`src/rtl/au_down_counter_if.sv`:
```
// Load/status bundle for au_down_counter. The master drives the load request and
// run controls; the slave (the counter) returns ld_ready, the count and the status flags.
interface au_down_counter_if #(
  parameter int WIDTH = 8
);
  // Load handshake: a load transfers on a rising clk edge where ld_valid and ld_ready
  // are both high. ld_data only has to be stable while ld_valid is high. ld_ready is
  // combinational: it is high outside RUN and is forced low by abort.
  logic             ld_valid;
  logic             ld_ready;
  logic [WIDTH-1:0] ld_data;
  logic             en;
  logic             abort;
  logic [WIDTH-1:0] cnt;
  logic             busy;
  logic             done;
  logic [1:0]       dbg_state;

  modport master (
    output ld_valid, ld_data, en, abort,
    input  ld_ready, cnt, busy, done, dbg_state
  );

  modport slave (
    input  ld_valid, ld_data, en, abort,
    output ld_ready, cnt, busy, done, dbg_state
  );
endinterface

```
`src/rtl/au_down_counter.sv`:
```
// Loadable, enable-gated down-counter/timer built around the AU_dec prefix decrementer.
// Optional periodic mode: define AU_DOWN_COUNTER_RELOAD_EN to reload on terminal count.
module AU_dec #(
  parameter int WIDTH = 8,
  parameter int ARCH  = 0
) (
  input  logic [WIDTH-1:0] a,
  output logic [WIDTH-1:0] y
);
  // z[i] is high when a[i:0] is all zero; bit i of a-1 flips when every lower bit is zero.
  logic [WIDTH-1:0] z;

  always_comb begin
    z = ~a;
    if (ARCH == 1) begin
      // Kogge-Stone: descending index keeps each level reading the previous level.
      for (int d = 1; d < WIDTH; d = d * 2) begin
        for (int i = WIDTH - 1; i >= d; i--) begin
          z[i] = z[i] & z[i-d];
        end
      end
    end else if (ARCH == 2) begin
      // Sklansky: odd blocks take the last prefix of the block just below them.
      for (int d = 1; d < WIDTH; d = d * 2) begin
        for (int i = 0; i < WIDTH; i++) begin
          if (((i / d) % 2) == 1) begin
            z[i] = z[i] & z[(i/d)*d-1];
          end
        end
      end
    end else begin
      for (int i = 1; i < WIDTH; i++) begin
        z[i] = z[i] & z[i-1];
      end
    end
  end

  assign y = a ^ ((z << 1) | WIDTH'(1));
endmodule

module au_down_counter #(
  parameter int WIDTH = 8,
  parameter int ARCH  = 0
) (
  input logic              clk,
  input logic              rst,
  au_down_counter_if.slave bus
);
  typedef enum logic [1:0] {
    IDLE = 2'd0,
    RUN  = 2'd1,
    DONE = 2'd2
  } state_t;

  state_t           state_q, state_d;
  logic [WIDTH-1:0] cnt_q, cnt_d, cnt_dec;
  logic             done_q, done_d;
  logic             load;

  AU_dec #(.WIDTH(WIDTH), .ARCH(ARCH)) u_dec (
    .a (cnt_q),
    .y (cnt_dec)
  );

  assign bus.ld_ready  = (state_q != RUN) & ~bus.abort;
  assign load          = bus.ld_valid & bus.ld_ready;
  assign bus.cnt       = cnt_q;
  assign bus.busy      = (state_q == RUN);
  assign bus.done      = done_q;
  assign bus.dbg_state = state_q;

`ifdef AU_DOWN_COUNTER_RELOAD_EN
  logic [WIDTH-1:0] reload_q;

  always_ff @(posedge clk or posedge rst) begin
    if (rst) begin
      reload_q <= '0;
    end else if (load) begin
      reload_q <= bus.ld_data;
    end
  end
`endif

  always_ff @(posedge clk or posedge rst) begin
    if (rst) begin
      state_q <= IDLE;
      cnt_q   <= '0;
      done_q  <= 1'b0;
    end else begin
      state_q <= state_d;
      cnt_q   <= cnt_d;
      done_q  <= done_d;
    end
  end

  always_comb begin
    state_d = state_q;
    cnt_d   = cnt_q;
    done_d  = 1'b0;
    if (bus.abort) begin
      state_d = IDLE;
      cnt_d   = '0;
    end else begin
      case (state_q)
        IDLE, DONE: begin
          if (load) begin
            cnt_d = bus.ld_data;
            if (bus.ld_data == '0) begin
              state_d = DONE;
              done_d  = 1'b1;
            end else begin
              state_d = RUN;
            end
          end
        end
        RUN: begin
          if (bus.en) begin
            // cnt is never 0 in RUN, so the decrementer never wraps.
            if (cnt_q == WIDTH'(1)) begin
              done_d = 1'b1;
`ifdef AU_DOWN_COUNTER_RELOAD_EN
              cnt_d  = reload_q;
`else
              cnt_d   = '0;
              state_d = DONE;
`endif
            end else begin
              cnt_d = cnt_dec;
            end
          end
        end
        default: begin
          state_d = IDLE;
          cnt_d   = '0;
        end
      endcase
    end
  end
endmodule

```
`src/flat_wrapper.sv`:
```
// flat-port wrapper written by rule: the top's interface ports become plain ports
module au_down_counter_flat 
#(
  parameter int WIDTH = 8,
  parameter int ARCH  = 0
)
  (clk, rst, bus_ld_valid, bus_ld_data, bus_en, bus_abort, bus_ld_ready, bus_cnt, bus_busy, bus_done, bus_dbg_state);
  au_down_counter_if #(.WIDTH(WIDTH)) bus_i ();
  input logic clk;
  input logic rst;
  input wire logic [$bits(bus_i.ld_valid)-1:0] bus_ld_valid;
  input wire logic [$bits(bus_i.ld_data)-1:0] bus_ld_data;
  input wire logic [$bits(bus_i.en)-1:0] bus_en;
  input wire logic [$bits(bus_i.abort)-1:0] bus_abort;
  output wire logic [$bits(bus_i.ld_ready)-1:0] bus_ld_ready;
  output wire logic [$bits(bus_i.cnt)-1:0] bus_cnt;
  output wire logic [$bits(bus_i.busy)-1:0] bus_busy;
  output wire logic [$bits(bus_i.done)-1:0] bus_done;
  output wire logic [$bits(bus_i.dbg_state)-1:0] bus_dbg_state;
  assign bus_i.ld_valid = bus_ld_valid;
  assign bus_i.ld_data = bus_ld_data;
  assign bus_i.en = bus_en;
  assign bus_i.abort = bus_abort;
  assign bus_ld_ready = bus_i.ld_ready;
  assign bus_cnt = bus_i.cnt;
  assign bus_busy = bus_i.busy;
  assign bus_done = bus_i.done;
  assign bus_dbg_state = bus_i.dbg_state;
  au_down_counter #(.WIDTH(WIDTH), .ARCH(ARCH)) u_core (.clk(clk), .rst(rst), .bus(bus_i));
endmodule
```
`config.mk`:
```
export PLATFORM = sky130hd
export DESIGN_NAME = au_down_counter_flat
export DESIGN_NICKNAME = d
export VERILOG_FILES = /design/src/rtl/au_down_counter_if.sv /design/src/rtl/au_down_counter.sv /design/src/flat_wrapper.sv
export SDC_FILE = /design/constraint.sdc
export NUM_CORES = 1
export LEC_CHECK = 0
export CAP_MARGIN = 20
export CORE_MARGIN = 2
export CORE_UTILIZATION = 30
export CTS_BUF_LIST = sky130_fd_sc_hd__clkbuf_2
export CTS_CLUSTER_SIZE = 8
export DETAILED_ROUTE_END_ITERATION = 10
export SYNTH_ARGS = -nofsm -noshare
export SYNTH_HDL_FRONTEND = slang
export SYNTH_SLANG_ARGS = --single-unit
```
`constraint.sdc`:
```
create_clock -name clk -period 1.9 [get_ports clk]
set_clock_uncertainty 0.15 [all_clocks]
set_input_delay 0.38 -clock clk [delete_from_list [all_inputs] [get_ports clk]]
set_output_delay 0.38 -clock clk [all_outputs]
set_load 0.05 [all_outputs]
```
==> results of run 1 <==
## cells in the mapped netlist, types with 2 or more instances
master,count,share of area (%)
a22oi_1,7,7.8
dfrtp_1,11,41
ha_1,7,13
o21ai_0,7,5.2
nor4_1,2,1.9
nor2_1,4,2.2
nand2_1,2,1.1
nor3_1,2,1.5
inv_1,10,5.6
## flip-flops by register name (all words and copies together), names as in the netlist
name                  flops
u_core.bus.cnt            8
u_core.bus.dbg_state      2
u_core.bus.done           1
## cell type report
type / count / share of cell area (%)
clock buffers: 4 / 1.71
multi-input cells: 47 / 32.4
inverters: 10 / 3.20
well taps: 28 / 2.99
flip-flops and latches: 11 / 23.8
repair buffers: 47 / 35.9
## cells in the final DEF (no fill, tap or decap), drive strengths merged
cell type and instances:
nor3b 1, o21bai 1, o2bb2ai 1, a22o 1, nand2b 1, ha 7, nor2b 1, or4 1
o21ai 7, nand3 1, a32o 1, a22oi 7, or4b 1, a21oi 1, nor2 4, a211oi 1
clkdlybuf4s50 12, o32a 1, nor4 2, o41ai 1, nor3 2, inv 10, buf 35, clkbuf 4
dfrtp 11, o21ba 1, a41o 1, nand2 2
## cells by family (layout without fill, tap and decap cells)
group           count (synthesis)  in the layout  share of synthesized area [%]
compound gates                 24             24                           25.9
simple gates                   16             16                           13.5
buf+inv                        12             61                           6.85
flops                          11             11                           40.7
fa+ha+maj                       7              7                           13.0
## critical path, cell delays in order (launching register included)
cell and delay, ps:
dfrtp_2 430, inv_2 60, ha_1 120, or4b_4 450, or4_4 430, a41o_1 190
a22o_1 220
## stage by stage
| stage | total power, mW | worst slack (ps) | instances | area, um^2 |
|---|---|---|---|---|
| floorplan | 0.488 | -353 | 70 | 687 |
| global placement | 0.668 | -310 | 142 | 1120 |
| detailed placement | 0.673 | -359 | 142 | 1120 |
| CTS | 0.830 | -249 | 147 | 1160 |
| global route | 0.881 | -321 | 147 | 1170 |
| finish | 0.826 | -251 | 147 | 1170 |
## worst max path at each step
stage | from | end | slack (ps)
after CTS | u_core.bus.cnt[1] | u_core.bus.cnt[7] | -250
after global routing | u_core.bus.cnt[1] | u_core.bus.cnt[7] | -320
after detailed placement | bus_abort | u_core.bus.cnt[1] | -360
after floorplan | u_core.bus.cnt[1] | u_core.bus.cnt[7] | -350
after global placement | bus_abort | u_core.bus.cnt[3] | -310
final | u_core.bus.cnt[1] | u_core.bus.cnt[7] | -250
## where the power goes
group	total, mW	switching (mW)	internal, mW	leakage, nW
sequential	0.281	0.0232	0.258	0.143
clock	0.142	0.0860	0.0559	0.0166
combinational	0.404	0.220	0.184	0.382
total	0.826	0.329	0.497	0.542
## timing repair
item,CTS,global route
pin swaps,1,1
setup endpoints to repair,12,12
buffers inserted,1,0
resized for setup,8,3
## metal layers
layer | routed length [um] | track usage (%)
met4 | 10 | 3.95
met2 | 1060 | 30.8
met5 | 0 | 0
met1 | 925 | 22.2
met3 | 100 | 4.97
==> flow_summary.yaml, run 1 <==
logic_synthesis:
  synth-async-reset-ratio_pct: 100
  synth_flop_cell: "dfrtp_1"
  syn_nets: 90
  ys_ff_latch: 11
  synth_cell_type_count: 27
  synth_edf_count: 0
  syn_inst: 70
  synth.cell_area_um2: 676
  yosysSeqAreaShare_pct: 40.7
  yosys_warnings: 0
  avgSynthCellArea_um2: 9.65
sta:
  setup_ws_ps: -251
  period_needed_ps: 2150
  finalSetupTns_ps: -1920
  grt_setup_unrepaired: "yes"
  timing.fmax_mhz: 465
  slew_headroom_pct: 34.5
  period_share_pct: 113
  setup_viol: 12
  hold_viol_final: 0
  slew_viol_final: 0
  hold_ws_ps: 244
  worst_slew_pin_slew_ps: 975
clocking:
  cts_tree: "built"
  cts_buffers: 3
  htreeDepth: 1
  clock-sinks: 11
  ctsHoldBuffers: 0
  clockBufferDepth: 2
  path_clk_slew_ps: 120
  insertion_delay_ps: 270
  cts-root-buf: "clkbuf_2"
hold_path:
  holdCritPathClass: "input pin to async pin"
routing:
  drt_iter0_markers: 20
  vias_per_cell: 5.04
  wl_um: 2100
  ant_nets: 0
  wl_per_cell_um: 14.3
  dr.pass1.iters: 4
  num_vias: 741
  drc: 0
final_layout:
  fill_cells: 217
  multi_input_area_um2: 380
  register_area_um2: 279
  nNetsFinal: 140
  drive_gt1_share_pct: 43.7
  fin_util_pct: 54.0
  antennaDiodeCount: 0
  area_delta_synth_final_pct: 73.5
worst_setup_path:
  cp.arrival_ps: 2170
  rr_startpoint: "u_core.bus.cnt[1]"
  r2r_cells: 6
  cp-end-kind: "flip-flop"
  worstSetupStartpointType: "flip-flop"
  critical_path_class: "flip-flop to flip-flop"
  reg2reg_to: "u_core.bus.cnt[7]"
  cp.required_ps: 1920
  worst-r2r-setup-slack_ps: -250
  critPathMaxFanout: 2
outcome:
  violations: "setup timing"
  status: "complete, but fails checks"
placed_design:
  routabilityCongestion: 0.789
  dp_hpwl_um: 1620
  numPortBuffers: 25
global_routing:
  grt_pass1_wl_um: 3450
  grt_overflow: 0
  grt_max_degree: 12
  grt_pass1_vias: 725
  antenna_found_initial: 0
  grt_use_total_pct: 17.9
die:
  ios: 26
  initial_core_util_pct: 31.1
  die_x_um: 51.5
  core_um2: 2170
  rows: 17
  die_height_um: 51.5
  die-area_um2: 2650
job:
  drv_cap: 0
power_and_ir_drop:
  vdd_drop_max_mv: 0.571
  leakage_nw: 0.542
  pwr_density_cell_nw_per_um2: 705
(Power assumes the default switching activity.)
==> inputs of run 2 (changes only) <==
REMOVE_ABC_BUFFERS = 1   (was unset)
SKIP_CTS_REPAIR_TIMING = 1   (was unset)
SKIP_LAST_GASP = 1   (was unset)
==> flow_summary.yaml, run 2 (synthesis gave the netlist of run 1 again) <==
power_and_ir_drop:
  p_total_mw: 0.839
  vdd_drop_max_mv: 0.457
  leakage_nw: 0.541
  pwr_density_cell_nw_per_um2: 716
global_routing:
  grt_pass1_vias: 702
  grt_overflow: 0
  antenna_found_initial: 0
  grt_use_total_pct: 16.4
  grt_max_degree: 12
  grt_pass1_wl_um: 3200
final_layout:
  drive_gt1_share_pct: 44.8
  mostFrequentLayoutCells: "buf_4 (29), clkdlybuf4s50_1 (12), dfrtp_1 (10)"
  final_common_cell: "buf_4"
  nNetsFinal: 137
  antennaDiodeCount: 0
  largest_register_ffs: 8
  fin_cells: 144
  area_delta_synth_final_pct: 73.5
  fin_util_pct: 54.0
  design_area_um2: 1170
sta:
  hold_ws_ps: 230
  setup_ws_ps: -280
  period_needed_ps: 2180
  period_share_pct: 115
  slew_viol_final: 0
  grt_setup_unrepaired: "yes"
  setup_viol: 12
  timing.fmax_mhz: 459
  hold_viol_final: 0
  slew_headroom_pct: 64.3
  worst_slew_pin_slew_ps: 532
clocking:
  cts-root-buf: "clkbuf_2"
  cts_tree: "built"
  clock-sinks: 11
  insertion_delay_ps: 280
  path_clk_slew_ps: 130
  cts_buffers: 3
  htreeDepth: 1
  clockBufferDepth: 2
routing:
  wl_per_cell_um: 13.2
  drt_iter0_markers: 16
  wl_um: 1900
  num_vias: 727
  vias_per_cell: 5.05
  ant_nets: 0
  drc: 0
  dr.pass1.iters: 4
outcome:
  violations: "setup timing"
  status: "complete, but fails checks"
die:
  core_um2: 2170
  rows: 17
  ios: 26
  initial_core_util_pct: 31.1
  die_x_um: 51.5
  die-area_um2: 2650
  die_height_um: 51.5
placed_design:
  dp.cells: 138
  routabilityCongestion: 0.760
  place_area_um2: 1080
  dp_hpwl_um: 1500
  numPortBuffers: 25
worst_setup_path:
  critical_path_class: "flip-flop to flip-flop"
  cp.required_ps: 1940
  cp.arrival_ps: 2220
  cp-end-kind: "flip-flop"
  worstSetupStartpointType: "flip-flop"
  critPathMaxFanout: 3
  worst-r2r-setup-slack_ps: -280
hold_path:
  holdCritPathClass: "input pin to async pin"
job:
  drv_cap: 0
-- run 2: final cells by class --
class                   count  area [um^2]
repair buffers             44          398
flip-flops and latches     11          277
fillers                   210          997
clock buffers               4         20.0
multi-input cells          47          405
inverters                  10         37.5
well taps                  28         35.0
-- run 2: final timing paths --
kind	start	end	cells past startpoint
worst min register to register	u_core.bus.cnt[4]	u_core.bus.cnt[4]	2
worst max register to register	u_core.bus.cnt[1]	u_core.bus.cnt[7]	6
max in group asynchronous	rst	u_core.bus.dbg_state[0]	2
min in group clk	u_core.bus.cnt[4]	u_core.bus.cnt[4]	2
worst min-delay path	rst	u_core.bus.dbg_state[1]	2
worst max-delay path	u_core.bus.cnt[1]	u_core.bus.cnt[7]	6
-- run 2: power by group --
part           internal [mW]  switching [mW]  leakage [nW]
clock network         0.0558          0.0916        0.0166
registers              0.257          0.0230         0.146
logic                  0.188           0.224         0.379
-- run 2: worst max-delay path: stages (launching register included) --
cell and delay (ps):
dfrtp_1 400, inv_2 60, ha_1 120, or4b_4 450, or4_4 440, a41o_1 250, a22o_1 220
-- run 2: per-layer routing --
layer,global-route usage [%],wire length (um),up-vias
met2,26.3,957,22
met3,3.51,123,4
met4,6.58,21,0
met1,21.2,798,346
li1,-,-,355
met5,0,0,-
-- run 2: stage by stage --
| stage | worst slack [ps] | TNS [ps] |
|---|---|---|
| after global placement | -268 | -2130 |
| after global routing | -337 | -2810 |
| final | -280 | -1920 |
| after CTS | -311 | -2500 |
| after floorplan | -782 | -6800 |
| after detailed placement | -299 | -2330 |
==> variant, RTL diff (settings of run 1) <==
The option `AU_DOWN_COUNTER_RELOAD_EN` is turned on by a define.
--- a/src/rtl/au_down_counter.sv
+++ b/src/rtl/au_down_counter.sv
@@ -2,2 +2,4 @@
 // Optional periodic mode: define AU_DOWN_COUNTER_RELOAD_EN to reload on terminal count.
+`define AU_DOWN_COUNTER_RELOAD_EN
+
 module AU_dec #(
Check against the original RTL: not equivalent (a bounded check fails within 4 cycles, from zero or initial values and one cycle with rst high).
==> variant against run 1 <==
The flow still finishes with violations (setup timing). Design area grew 65%. Routed wire length is 50% higher. Area after synthesis rose by 79%. Worst setup slack worse by 62 ps. Sequential share of layout area up 1.0 points. Power is 59% higher. Sequential cell count is 8 higher. Sequential power increased by 79%. Utilization decreased by 4.8 points. Critical endpoint unchanged. Largest power group unchanged.
==> variant: results (changes against run 1) <==
* Outcome: finished, violations left
* Synth warnings at 0 (unchanged)
* Tot GR Track Use at 14.17% (-3.7 points)
* Ys async rst share at 100.0% (unchanged)
* Most frequent cells after synthesis: 19 x dfrtp_1, 9 x nand4_1, 9 x nor3_1, 9 x o21ai_0
* CTS Buf Count at 3 (unchanged)
* Fin nets at 180 (+29%)
* CP max stage delay at 400 ps (-50 ps)
* Final TNS setup at -1215 ps (+708.5 ps)
* Sequential area share after synthesis at 39.22% (-1.5 points)
* Worst Tran Pin Value at 330.3 ps (-645.0 ps)
* Initial antenna violation count at 0 (unchanged)
* Share of layout cells above drive strength 1 at 54.72% (+11 points)
* First-pass GRT wire length at 4919 um (+43%)
* Gr ovfl total at 0 (unchanged)
* Placed cell area at 1763 sq um (+57%)
* Arr. time, crit path at 2300 ps (+130 ps)
* Hold/Removal Path Class: input port to asynchronous set/reset pin
* Worst-path clk slew at 190 ps (+70 ps)
* Setup violators final at 8 (-4)
* Placer's final routability congestion estimate at 0.7741 (-1.8%)
* Routed Wire Length at 3154 um (+50%)
* Top cells by area, synth: dfrtp_1 39%, a311oi_2 9.9%, mux2_2 7.4%
* DPL Wire Length at 2342 um (+44%)
* Place WS at -321.1 ps (+38.04 ps)
* Final WS setup at -312.9 ps (-62.08 ps)
* # port buffers at 25 (unchanged)
* Peak VDD IR at 308.3 uV (-46%)
* Fin. max-slew vios at 0 (unchanged)
* Comb power frac at 48.0% (-0.8 points)
* CP startpoint kind: register
* Critical path's top delay family: adder cells
* Power Clock at 0.181 mW (+27%)
* 1st-iter DRT viols at 20 (unchanged)
* Ys flop type: dfrtp_1
* Mapped Nets at 129 (+43%)
* Number of vias per cell at 5.182 (+2.8%)
* Switching Share at 36.67% (-3.2 points)
* Pleak at 0.7649 nW (+41%)
* Worst hold slack at 207.2 ps (-37.34 ps)
* CTS root buffer: clkbuf_2
* Slowest library cell on the worst path: dfrtp_2
* Failing checks: setup timing
* DR pass1 iterations at 4 (unchanged)
* Ant diodes at 0 (unchanged)
* R2R cell count at 10 (+4)
* Worst-Skew Late Latency at 300 ps (+30 ps)
* Cell variety after synth at 29 (+7.4%)
* Vias in the first global route at 1,062 (+46%)
* H-tree Lvls at 1 (unchanged)
* Pin count of the biggest net entering global routing at 20 (+8)
* CTS Buffer Depth at 2 (unchanged)
-- variant: cell types whose count changed in the layout (fill, tap and decap cells not counted), sizes merged, moves of 2 or more --
| cell | change |
|---|---|
| nor2 | -3 |
| o21ai | +2 |
| a211o | +8 |
| clkbuf | +3 |
| nand4 | +9 |
| nand2 | -2 |
| dfrtp | +8 |
| mux2 | +8 |
| nor3 | +8 |
| buf | +2 |
| a22oi | -7 |
| a311oi | +8 |
-- variant: layout make-up --
| class | count | area, sq um |
|---|---|---|
| Multi-Input combinational cell | 75 | 784.5 |
| Sequential cell | 19 | 481.7 |
| Tap cell | 50 | 62.56 |
| Timing Repair Buffer | 52 | 554.3 |
| Clock buffer | 4 | 20.02 |
| Inverter | 9 | 36.28 |
| Fill cell | 350 | 2003 |
-- variant: cell families (layout without fill, tap and decap cells) --
group	count (synthesis)	count (layout)	share of synthesized area [%]
AO/OA/AOI/OAI	30	30	22.91
XOR/XNOR	1	1	0.7225
adder cells (fa/ha/maj)	7	7	7.224
buffers and inverters	15	65	5.984
flip-flops	19	19	39.22
multiplexers	8	8	7.431
AND/OR/NAND/NOR	29	29	16.51
-- variant: per-layer routing --
| metal | GRT usage [%] | wire, um | vias up |
|---|---|---|---|
| met3 | 1.667 | 117 | 2 |
| met4 | 3.827 | 14 | 0 |
| li1 | - | - | 519 |
| met1 | 17.09 | 1354 | 535 |
| met5 | 0 | 0 | - |
| met2 | 26.23 | 1668 | 27 |
-- variant: what timing repair did --
action,in CTS,in global routing
endpoints found under the setup margin,3,10
pin swaps,6,12
setup buffers,2,4
gates resized for setup,2,8
cloned,0,2
-- variant: stage by stage --
stage                     cells  total power [mW]
after floorplan             109            0.8518
after global placement      198             1.051
after detailed placement    198             1.070
after CTS                   204             1.272
after global routing        209             1.382
final                       209             1.313
